<file path="config.mk">
export PLATFORM = sky130hd
export DESIGN_NAME = bnn_feature_sequencer
export DESIGN_NICKNAME = d
export VERILOG_FILES = /design/src/rtl/bnn_feature_sequencer.sv
export SDC_FILE = /design/constraint.sdc
export NUM_CORES = 1
export LEC_CHECK = 0
export BUFFER_PORTS_ARGS = -buffer_cell sky130_fd_sc_hd__buf_4
export CORE_ASPECT_RATIO = 1.25
export CORE_MARGIN = 5
export CORE_UTILIZATION = 50
export DETAILED_ROUTE_END_ITERATION = 6
export PLACE_DENSITY = 0.74
export SLEW_MARGIN = 20
export SYNTH_ARGS = -nofsm -noshare
export SYNTH_HDL_FRONTEND = slang
export SYNTH_SLANG_ARGS = --single-unit
</file>
<file path="constraint.sdc">
create_clock -name clk -period 1.9 [get_ports clk]
set_input_delay 0.285 -clock clk [delete_from_list [all_inputs] [get_ports clk]]
set_output_delay 0.285 -clock clk [all_outputs]
set_load 0.02 [all_outputs]
</file>
<file path="src/rtl/bnn_feature_sequencer.sv">
// rtl/bnn_feature_sequencer.sv - serial feature packer and result sequencer for sequential BNN wrappers
module bnn_feature_sequencer #(
  parameter int FEAT_CNT  = 11,
  parameter int FEAT_BITS = 4,
  parameter int CLASS_CNT = 6,
  parameter int LATENCY   = 48,
  localparam int CLS_W    = (CLASS_CNT > 1) ? $clog2(CLASS_CNT) : 1
) (
  input  logic                          clk,
  input  logic                          rst,
  input  logic                          s_valid,
  output logic                          s_ready,
  input  logic [FEAT_BITS-1:0]          s_data,
  output logic [FEAT_CNT*FEAT_BITS-1:0] features,
  input  logic [CLS_W-1:0]              bnn_prediction,
  output logic                          m_valid,
  input  logic                          m_ready,
  output logic [CLS_W-1:0]              m_class,
  output logic                          m_error,
  output logic                          busy
);

  localparam int FW    = FEAT_CNT * FEAT_BITS;
  localparam int IDX_W = (FEAT_CNT > 1) ? $clog2(FEAT_CNT) : 1;
  localparam int CNT_W = $clog2(LATENCY + 1);

  localparam logic [IDX_W-1:0] LAST_IDX  = IDX_W'(FEAT_CNT - 1);
  localparam logic [CNT_W-1:0] LAST_CNT  = CNT_W'(LATENCY - 1);
  localparam logic [31:0]      CLASS_LIM = 32'(CLASS_CNT);

  typedef enum logic [1:0] {
    ST_LOAD,
    ST_WAIT,
    ST_OUT
  } state_t;

  state_t           state;
  state_t           state_nxt;
  logic [IDX_W-1:0] idx;
  logic [CNT_W-1:0] cnt;
  logic [FW-1:0]    shadow;
  logic [FW-1:0]    shadow_nxt;
  logic             beat_acc;
  logic             last_beat;
  logic             wait_done;
  logic             pred_err;

  // Handshake qualifiers and out-of-range detection for the sampled class
  always_comb begin
    beat_acc  = s_valid && s_ready;
    last_beat = beat_acc && (idx == LAST_IDX);
    wait_done = (state == ST_WAIT) && (cnt == LAST_CNT);
    pred_err  = ({{(32-CLS_W){1'b0}}, bnn_prediction} >= CLASS_LIM);
  end

  // Shadow frame with the current beat merged into slot idx
  always_comb begin
    shadow_nxt = shadow;
    for (int i = 0; i < FEAT_CNT; i++) begin
      if (idx == IDX_W'(i)) begin
        shadow_nxt[i*FEAT_BITS +: FEAT_BITS] = s_data;
      end
    end
  end

  // State register
  always_ff @(posedge clk or negedge rst) begin
    if (!rst) begin
      state <= ST_LOAD;
    end else begin
      state <= state_nxt;
    end
  end

  // Next-state: load a frame, wait out the BNN latency, hold result until taken
  always_comb begin
    state_nxt = state;
    case (state)
      ST_LOAD: if (last_beat) state_nxt = ST_WAIT;
      ST_WAIT: if (cnt == LAST_CNT) state_nxt = ST_OUT;
      ST_OUT:  if (m_ready) state_nxt = ST_LOAD;
      default: state_nxt = ST_LOAD;
    endcase
  end

  // Stream flags; s_ready is gated by reset so nothing is taken while held
  always_comb begin
    s_ready = (state == ST_LOAD) && rst;
    m_valid = (state == ST_OUT);
    busy    = (state != ST_LOAD);
  end

  // Beat packing, latency counting and prediction capture
  always_ff @(posedge clk or negedge rst) begin
    if (!rst) begin
      idx      <= '0;
      cnt      <= '0;
      shadow   <= '0;
      features <= '0;
      m_class  <= '0;
      m_error  <= 1'b0;
    end else begin
      if (beat_acc) begin
        shadow <= shadow_nxt;
        if (last_beat) begin
          idx      <= '0;
          cnt      <= '0;
          features <= shadow_nxt;
        end else begin
          idx <= idx + 1'b1;
        end
      end
      if (state == ST_WAIT) begin
        cnt <= cnt + 1'b1;
      end
      if (wait_done) begin
        m_class <= bnn_prediction;
        m_error <= pred_err;
      end
    end
  end

endmodule

</file>
==> key figures, run 1 <==
Placed design
  – Hpwl dp: 5.73 mm
  – I/O Buffers: 61
  – Placer Congestion: 0.829
  – Inst Count DP: 494
  – Dpl cell area: 5270 sq um

Worst setup path
  – Crit Path Category: flip-flop to flip-flop
  – CP endpoint kind: flip-flop
  – Worst Path Arrival: 2.03 ns
  – Crit Path Max Fanout: 5
  – Crit path required time: 2.13 ns
  – Nature of the critical path startpoint: flip-flop

Routing
  – Wire length per cell: 16.9 um
  – Via density: 5.28
  – Detailed Route WL: 8.65 mm
  – Routed vias: 2698
  – Residual DRC: 0
  – First-pass DRT Iterations: 6
  – Antenna Nets Post-Route: 0
  – Initial DRC count: 39

Floorplanning
  – FP Rows: 39
  – Placeable Area: 9080 sq um
  – Num ports: 62
  – Die Y-Extent: 118 um
  – Die W: 96.0 um
  – Initial core utilization: 51.0%
  – Die ar.: 11300 sq um

Clocking
  – Total CTS buffers: 9
  – Clk slew on worst S/H paths: 0.07 ns
  – H-tree Lvls: 3
  – Root buffer cell: clkbuf_16
  – Clk sinks: 100
  – CTS tree: done
  – Clk buf depth: 2
  – Worst skew pair latency: 0.35 ns

STA
  – Worst clock skew: 0.00590 ns
  – Setup tns final: 0 ns
  – Tmin final: 1.80 ns
  – Setup violators final: 0
  – Final worst path period share: 94.8%
  – Max Slew Vio Count: 0
  – RSZ-0062 raised after global routing: false
  – Fin. Hold Viols: 0
  – Worst-margin pin slew: 0.648 ns
  – Relative slew slack: 56.8%
  – F_max: 555 MHz

Power
  – Internal power: 3330 uW
  – PD cells: 770 nW/um^2
  – Part of the power in combinational logic: 6.6%
  – Psw: 980 uW
  – VDD IR-drop max: 0.491 mV
  – Sw Ratio: 22.7%
  – Leakage power: 0.00281 uW
  – Register share of total power: 51.0%
  – Clk network pwr share: 42.4%

Final layout
  – Area delta synth->final: 20.9%
  – Most frequent cells in the layout: 100 x dfrtp_1, 99 x mux2_2, 69 x buf_4
  – Final std cells w/o fill: 511
  – Sequential cell area: 2500 sq um
  – Share of layout cells above drive strength 1: 57.2%
  – Commonest non-fill, non-tap cell in the layout: dfrtp_1
  – Antenna cells: 0
  – # fillers: 700
  – Design area: 5590 sq um
  – Fin nets: 399
  – Multi-input gate area: 2000 sq um
  – Final core utilization: 61.6%

Global route
  – Total track usage: 16.5%
  – Initial antenna violation count: 0
  – First-pass GRT wire length: 14.3 mm
  – Grt ovf: 0
  – Vias in the first global route: 2833
  – Largest net degree at the start of global routing: 51

Yosys
  – Synthesized flop and latch total: 100
  – Number of synthesis warnings: 0
  – Synth unique cells: 36
  – Dominant cells by area after synthesis: dfrtp_1 54%, mux2_2 24%, mux2_4 6.8%
  – Syn_area_per_cell: 14.7 sq um
  – Mapped Cells: 315
  – Area leader, netlist: dfrtp_1
  – Yosys top cell area share: 54.1%
  – Netlist Area Pre-Place: 4620 sq um
  – Register area share after synthesis: 54.1%
  – Synthesized net count: 331

Run
  – Max_cap viols: 0

Min path
  – Worst min path class: primary input to asynchronous set/reset pin

Status
  – Status: complete, no violations
-- Yosys cell counts (all sizes together) --
| cell type | instances |
|---|---|
| clkbuf | 8 |
| or4 | 1 |
| buf | 9 |
| or2 | 1 |
| nand2 | 10 |
| o211ai | 2 |
| a41oi | 2 |
| inv | 8 |
| nor2 | 8 |
| nand4 | 1 |
| nand3 | 6 |
| a21oi | 2 |
| nor4 | 1 |
| nor3 | 1 |
| mux2 | 120 |
| or3 | 1 |
| nor3b | 3 |
| and4bb | 1 |
| ha | 5 |
| nand3b | 6 |
| o22ai | 1 |
| dfrtp | 100 |
| mux2i | 2 |
| a31oi | 2 |
| nor2b | 4 |
| o21ai | 7 |
| nand2b | 1 |
| a21o | 1 |
| nand4bb | 1 |
-- cell families after synthesis --
logic type	after synthesis	share of synthesized area, %
compound gates	17	2.25
mux	122	31.4
flops	100	54.1
simple gates	46	7.95
buf+inv	25	2.98
fa+ha+maj	5	1.35
-- power groups by stage --
stage          sequential (uW)  clock, uW  combinational (uW)
6_report                  2200       1830                 286
3_5_place_dp              2240          0                 287
4_1_cts                   2200       1870                 291
5_1_grt                   2200       1970                 314
3_3_place_gp              2230          0                 284
2_1_floorplan             2260          0                 120
-- metal layers --
metal | global-route usage, % | up-vias | part of all wire [%]
li1 | - | 1256 | -
met1 | 21.4 | 1374 | 44
met2 | 25.9 | 54 | 50
met3 | 4.09 | 14 | 3.8
met4 | 7.30 | 0 | 2.0
met5 | 0 | - | 0
-- state kept, by name, indices dropped and copies added, names as in the netlist --
name	cells
idx	4
shadow	40
cnt	6
m_class	3
state	2
features	44
m_error	1
-- path summary, 6_finish.rpt --
path                            depth (start not counted)           end               from  slack, ns
worst max-delay path                                    5   features[2]             idx[0]        0.1
worst min-delay path                                    2    shadow[36]                rst       0.04
worst max register to register                          5   features[2]             idx[0]        0.1
worst min register to register                          1  features[11]         shadow[11]       0.50
max in group asynchronous                               2    m_class[0]                rst       1.09
min in group clk                                        2    m_class[0]  bnn_prediction[0]       0.17
-- what timing repair did --
| action | 4_1_cts | 5_1_grt |
|---|---|---|
| hold buffers | 1 | 0 |
| setup buffers | 0 | 0 |
| hold endpoints to repair | 11 | 0 |
| setup endpoints to repair | 0 | 11 |
| gates resized for setup | 0 | 3 |
-- stage by stage --
| stage | setup WS, ns | total power, uW | hold slack [ns] |
|---|---|---|---|
| 2_1_floorplan | 0.0770 | 2380 | -0.0106 |
| 3_3_place_gp | 0.121 | 2520 | 0.144 |
| 3_5_place_dp | 0.0638 | 2520 | 0.145 |
| 4_1_cts | 0.0383 | 4360 | 0.0509 |
| 5_1_grt | 0.0151 | 4490 | 0.0969 |
| 6_report | 0.0990 | 4310 | 0.0373 |
-- worst max-delay path, stage by stage (launching register included) --
cell and delay [ns]:
dfrtp_1 0.42, inv_1 0.13, ha_1 0.18, nor3b_4 0.32, mux2_2 0.38, mux2_2 0.26
-- cell type report --
class	instances	share of cell area, %
flip-flops and latches	100	44.7
multi-input cells	190	35.7
repair buffers	74	10.9
clock buffers	9	4.03
well taps	123	2.75
clock inverters	7	1.36
inverters	8	0.537
(Power assumes the default switching activity.)
==> run 2, diff against run 1 <==
--- a/config.mk
+++ b/config.mk
@@ -10,7 +10,7 @@
 export CORE_MARGIN = 5
 export CORE_UTILIZATION = 50
 export DETAILED_ROUTE_END_ITERATION = 6
-export PLACE_DENSITY = 0.74
+export PLACE_DENSITY = 0.78
 export SLEW_MARGIN = 20
 export SYNTH_ARGS = -nofsm -noshare
 export SYNTH_HDL_FRONTEND = slang
==> run 2 against run 1 <==
- first-iteration DRC count up 100%
- register-to-register slack got worse by 0.02 ns
- die area is the same
- clock skew barely moved
- sequential power hardly changed
- setup slack got worse by 0.016 ns
- utilization down 0.55 points
- critical path depth unchanged
- highest routed layer unchanged
- flip-flop and latch count did not move
- largest cell class unchanged
- design area is 0.89% lower
- clock power shrank 9%
- sequential share of layout area is 0.43 points higher
==> key figures, run 2 (synthesis gave the netlist of run 1 again) <==
Final layout
  – Final std cells w/o fill: 510 (-0.20%)
  – Most frequent cells in the layout: 99 x mux2_2, 99 x dfrtp_1, 70 x buf_4
  – Fin nets: 398 (-0.25%)
  – Antenna cells: 0 (unchanged)
  – Biggest regs: features (44), shadow (40), cnt (6)
  – Largest register FFs: 44 (unchanged)
  – Design area: 5540 sq um (-0.89%)
  – Share of layout cells above drive strength 1: 57.9% (+0.66 points)
  – Most flops, register: features
  – Area delta synth->final: 19.9%

Floorplanning
  – Placeable Area: 9080 sq um (unchanged)
  – FP Rows: 39 (unchanged)
  – Die Y-Extent: 118 um (unchanged)
  – Die W: 96.0 um (unchanged)
  – Initial core utilization: 51.0% (unchanged)
  – Die ar.: 11300 sq um (unchanged)
  – Num ports: 62 (unchanged)

STA
  – Relative slew slack: 65.7% (+9.0 points)
  – Worst clock skew: 0.00622 ns (+0.000317 ns)
  – Max Slew Vio Count: 0 (unchanged)
  – F_max: 550 MHz (-0.88%)
  – Tmin final: 1.82 ns (+0.0160 ns)
  – Setup violators final: 0 (unchanged)
  – Final worst path period share: 95.6% (+0.84 points)
  – Fin. Hold Viols: 0 (unchanged)
  – RSZ-0062 raised after global routing: false
  – Worst-margin pin slew: 0.514 ns (-0.134 ns)
  – Setup tns final: 0 ns (unchanged)

Placed design
  – Dpl cell area: 5260 sq um (-0.24%)
  – I/O Buffers: 61 (unchanged)
  – Hpwl dp: 5.99 mm (+4.4%)
  – Placer Congestion: 0.738 (-11%)
  – Inst Count DP: 494 (unchanged)

Min path
  – Worst min path class: primary input to asynchronous set/reset pin

Routing
  – Wire length per cell: 17.0 um (+0.51%)
  – Routed vias: 2674 (-0.89%)
  – First-pass DRT Iterations: 4 (-2)
  – Initial DRC count: 79 (+100%)
  – Residual DRC: 0 (unchanged)
  – Detailed Route WL: 8.67 mm (+0.31%)
  – Via density: 5.24 (-0.70%)
  – Antenna Nets Post-Route: 0 (unchanged)

Clocking
  – Worst skew pair latency: 0.34 ns (about the same)
  – H-tree Lvls: 3 (unchanged)
  – Root buffer cell: clkbuf_16
  – CTS tree: done
  – Clk sinks: 100 (unchanged)
  – Clk buf depth: 2 (unchanged)
  – Post-CTS Hold Buffers: 0 (-1)
  – Clk slew on worst S/H paths: 0.07 ns (about the same)
  – Total CTS buffers: 9 (unchanged)

Global route
  – Vias in the first global route: 2945 (+4.0%)
  – Initial antenna violation count: 0 (unchanged)
  – First-pass GRT wire length: 14.5 mm (+1.1%)
  – Grt ovf: 0 (unchanged)
  – Largest net degree at the start of global routing: 102 (+100%)
  – Total track usage: 16.3% (-0.26 points)

Worst setup path
  – Worst Path Arrival: 2.04 ns (about the same)
  – Cell family with most CP delay: multiplexers
  – CP dominant cell by count: mux2_2
  – Worst reg2reg endpoint: features[2]
  – Nature of the critical path startpoint: flip-flop
  – Crit path required time: 2.12 ns (about the same)
  – Register-to-Register Setup Slack: 0.08 ns (-0.02 ns)
  – Worst r2r src: idx[0]
  – Crit Path Max Fanout: 5 (unchanged)
  – Crit Path Category: flip-flop to flip-flop
  – CP max stage cell: dfrtp_1
  – Worst Setup EP: features[2]
  – WP buf/inv: 1 (unchanged)
  – Cell depth of the worst setup path: 5 (unchanged)
  – CP endpoint kind: flip-flop
  – R2R depth: 5 (unchanged)
  – CP startpoint: idx[0]
  – Worst path cell trace: inv_2, ha_1, nor3b_4, mux2_2, mux2_2
  – Max stage delay on crit path: 0.43 ns (about the same)

Power
  – PD cells: 748 nW/um^2 (-2.9%)
  – VDD IR-drop max: 0.497 mV (+1.3%)
  – Leakage power: 0.00279 uW (-0.57%)

Run
  – Max_cap viols: 0 (unchanged)

Status
  – Status: complete, no violations
==> run 2: worst register-to-register path, stage by stage (launching register included) <==
cell and delay (ns):
dfrtp_1 0.43, inv_2 0.11, ha_1 0.19, nor3b_4 0.32, mux2_2 0.39, mux2_2 0.27
==> run 2: worst min path at each step <==
stage	slack, ns	cells after the start	endpoint	from
2_1_floorplan	-0.01	0	cnt[0]	rst
5_1_grt	0.05	2	cnt[3]	rst
3_3_place_gp	0.41	2	cnt[2]	rst
3_5_place_dp	0.41	2	m_class[0]	rst
6_report	0.03	2	m_class[0]	rst
4_1_cts	0.04	2	m_class[0]	rst
==> run 2: per-stage QoR <==
stage	power [uW]	setup WS, ns	util, %	hold WS (ns)
3_3_place_gp	2510	0.127	57.9	0.407
2_1_floorplan	2380	0.0770	-	-0.0106
3_5_place_dp	2520	0.0163	57.9	0.411
6_report	4140	0.0831	61.1	0.0259
5_1_grt	4290	0.00705	61.1	0.0536
4_1_cts	4190	0.00427	60.9	0.0402
==> run 2: repair_timing <==
| item | CTS | global route |
|---|---|---|
| endpoints found under the setup margin | 0 | 8 |
| resized for setup | 0 | 5 |
| setup buffers | 0 | 0 |
==> run 2: layout make-up <==
| type | instances | area [sq um] |
|---|---|---|
| fill | 734 | 3530 |
| inverter | 8 | 30.0 |
| clock inverter | 5 | 27.5 |
| tap | 123 | 154 |
| multi-input combinational | 190 | 2000 |
| clock buffer | 11 | 243 |
| timing repair buffer | 73 | 586 |
| sequential | 100 | 2500 |
==> run 2: layer usage <==
layer,share of wire [%],vias to the layer above,GRT usage (%)
met5,0,-,0
met4,1.3,0,6.14
met3,3.3,10,3.39
met2,52,51,26.9
met1,44,1359,20.7
li1,-,1254,-
==> run 2: report_power, final <==
part / switching [uW] / internal, uW / total [uW]
sequential: 30.2 / 2170 / 2200
clock: 751 / 914 / 1670
combinational: 149 / 127 / 276
total: 930 / 3210 / 4140
==> run 3, diff against run 2 <==
--- a/config.mk
+++ b/config.mk
@@ -8,9 +8,10 @@
 export BUFFER_PORTS_ARGS = -buffer_cell sky130_fd_sc_hd__buf_4
 export CORE_ASPECT_RATIO = 1.25
 export CORE_MARGIN = 5
-export CORE_UTILIZATION = 50
+export CORE_UTILIZATION = 34
 export DETAILED_ROUTE_END_ITERATION = 6
-export PLACE_DENSITY = 0.78
+export HOLD_SLACK_MARGIN = 0.05
+export PLACE_DENSITY = 0.58
 export SLEW_MARGIN = 20
 export SYNTH_ARGS = -nofsm -noshare
 export SYNTH_HDL_FRONTEND = slang
==> run 3 against run 2 <==
- setup slack better by 0.048 ns
- critical path type unchanged
- non-clock buffer count up 3
- utilization down 19 points
- die area up 42%
- design area up 1.7%
==> key figures, run 3 (synthesis gave the netlist of run 1 again) <==
Final layout
  – Share of layout cells above drive strength 1: 57.2% (-0.70 points)
  – Final core utilization: 42.4% (-19 points)
  – Most frequent cells in the layout: 100 x dfrtp_1, 99 x mux2_2, 74 x buf_4
  – Largest register FFs: 44 (unchanged)
  – Antenna cells: 0 (unchanged)
  – Commonest non-fill, non-tap cell in the layout: dfrtp_1
  – Area delta synth->final: 21.9%
  – Biggest regs: features (44), shadow (40), cnt (6)
  – Most flops, register: features
  – # fillers: 1259 (+72%)
  – Fin nets: 401 (+0.75%)

Floorplanning
  – Initial core utilization: 34.8% (-16 points)
  – Placeable Area: 13300 sq um (+46%)
  – Num ports: 62 (unchanged)
  – FP Rows: 47 (+21%)
  – Die Y-Extent: 140 um (+19%)
  – Die W: 114 um (+19%)
  – Die ar.: 16000 sq um (+42%)

Power
  – Leakage power: 0.00281 uW (+0.70%)
  – PD cells: 766 nW/um^2 (+2.4%)
  – VDD IR-drop max: 0.373 mV (-25%)

STA
  – Worst-margin pin slew: 0.736 ns (+0.222 ns)
  – Setup tns final: 0 ns (unchanged)
  – Worst hold slack: 0.0748 ns (+0.0489 ns)
  – F_max: 565 MHz (+2.7%)
  – Relative slew slack: 51.0% (-15 points)
  – Final worst path period share: 93.1% (-2.5 points)
  – Max Slew Vio Count: 0 (unchanged)
  – RSZ-0062 raised after global routing: false
  – Fin. Hold Viols: 0 (unchanged)
  – Worst clock skew: 0.00770 ns (+0.00149 ns)
  – Setup violators final: 0 (unchanged)
  – Final WS setup: 0.131 ns (+0.0476 ns)
  – Tmin final: 1.77 ns (-0.0476 ns)

Clocking
  – Clk slew on worst S/H paths: 0.06 ns (about the same)
  – Clk buf depth: 2 (unchanged)
  – Root buffer cell: clkbuf_16
  – Worst skew pair latency: 0.34 ns (about the same)
  – CTS tree: done
  – H-tree Lvls: 3 (unchanged)
  – Clk sinks: 100 (unchanged)
  – Post-CTS setup buffer count: 0 (unchanged)
  – Total CTS buffers: 9 (unchanged)

Min path
  – Worst min path class: primary input to asynchronous set/reset pin

Global route
  – Grt ovf: 0 (unchanged)
  – Vias in the first global route: 2967 (+0.75%)
  – Largest net degree at the start of global routing: 58 (-43%)
  – First-pass GRT wire length: 15.3 mm (+6.0%)
  – Total track usage: 12.0% (-4.3 points)
  – Initial antenna violation count: 0 (unchanged)

Worst setup path
  – Crit path required time: 2.12 ns (about the same)
  – Worst Path Arrival: 1.99 ns (-0.05 ns)
  – Crit Path Max Fanout: 5 (unchanged)
  – Crit Path Category: flip-flop to flip-flop
  – Nature of the critical path startpoint: flip-flop
  – CP endpoint kind: flip-flop
  – CP startpoint: idx[0]
  – Worst r2r src: idx[0]

Placed design
  – Placer Congestion: 0.715 (-3.2%)
  – Hpwl dp: 6.19 mm (+3.5%)
  – Pre-CTS WS: 0.0433 ns (+0.0270 ns)
  – I/O Buffers: 61 (unchanged)

Routing
  – Initial DRC count: 79 (unchanged)
  – Residual DRC: 0 (unchanged)
  – Antenna Nets Post-Route: 0 (unchanged)
  – Wire length per cell: 16.3 um (-4.4%)
  – First-pass DRT Iterations: 4 (unchanged)
  – Via density: 4.83 (-7.9%)
  – Routed vias: 2710 (+1.3%)
  – Detailed Route WL: 9.13 mm (+5.2%)

Run
  – Max_cap viols: 0 (unchanged)

Status
  – Status: complete, no violations
[run 3: where the power goes]
group          leakage, uW  switching [uW]  internal [uW]
registers          0.00134            26.1           2170
clock network     0.000144             739           1100
logic              0.00133             155            127
[run 3: final timing paths]
check | end | slack [ns] | cells past startpoint
worst max-delay path | features[3] | 0.13 | 5
worst min-delay path | features[28] | 0.07 | 2
worst max register to register | features[3] | 0.13 | 5
worst min register to register | shadow[11] | 0.50 | 1
max in group asynchronous | features[6] | 1.27 | 2
min in group clk | m_class[0] | 0.18 | 2
[run 3: metrics by stage]
stage / area [sq um] / cells / total power (uW)
6_report: 5640 / 561 / 4310
3_5_place_dp: 5330 / 545 / 2530
4_1_cts: 5620 / 561 / 4400
2_1_floorplan: 4620 / 315 / 2380
3_3_place_gp: 5330 / 545 / 2520
5_1_grt: 5640 / 561 / 4500
[run 3: critical path, cell delays in order (launching register included)]
cell     delay, ns
dfrtp_1       0.41
inv_1         0.13
ha_1          0.19
nor3b_4       0.30
mux2_2        0.37
mux2_2        0.26
[run 3: per-layer routing]
layer	global-route usage, %	vias to the layer above	wire (um)
met5	0	-	0
li1	-	1259	-
met3	2.37	12	345
met1	15.3	1392	4080
met4	5.57	0	207
met2	19.3	47	4490
[run 3: cell type report]
| cell class | instances | area (sq um) | share of cell area (%) |
|---|---|---|---|
| clock buffers | 15 | 268 | 4.75 |
| well taps | 171 | 214 | 3.80 |
| flip-flops and latches | 100 | 2500 | 44.4 |
| clock inverters | 1 | 30.0 | 0.533 |
| repair buffers | 76 | 596 | 10.6 |
| inverters | 8 | 30.0 | 0.533 |
| multi-input cells | 190 | 2000 | 35.4 |
[run 3: what timing repair did]
action                                  4_1_cts  5_1_grt
hold endpoints to repair                      0        0
resized for setup                             0        4
hold buffers                                  0        0
endpoints found under the setup margin        0       21
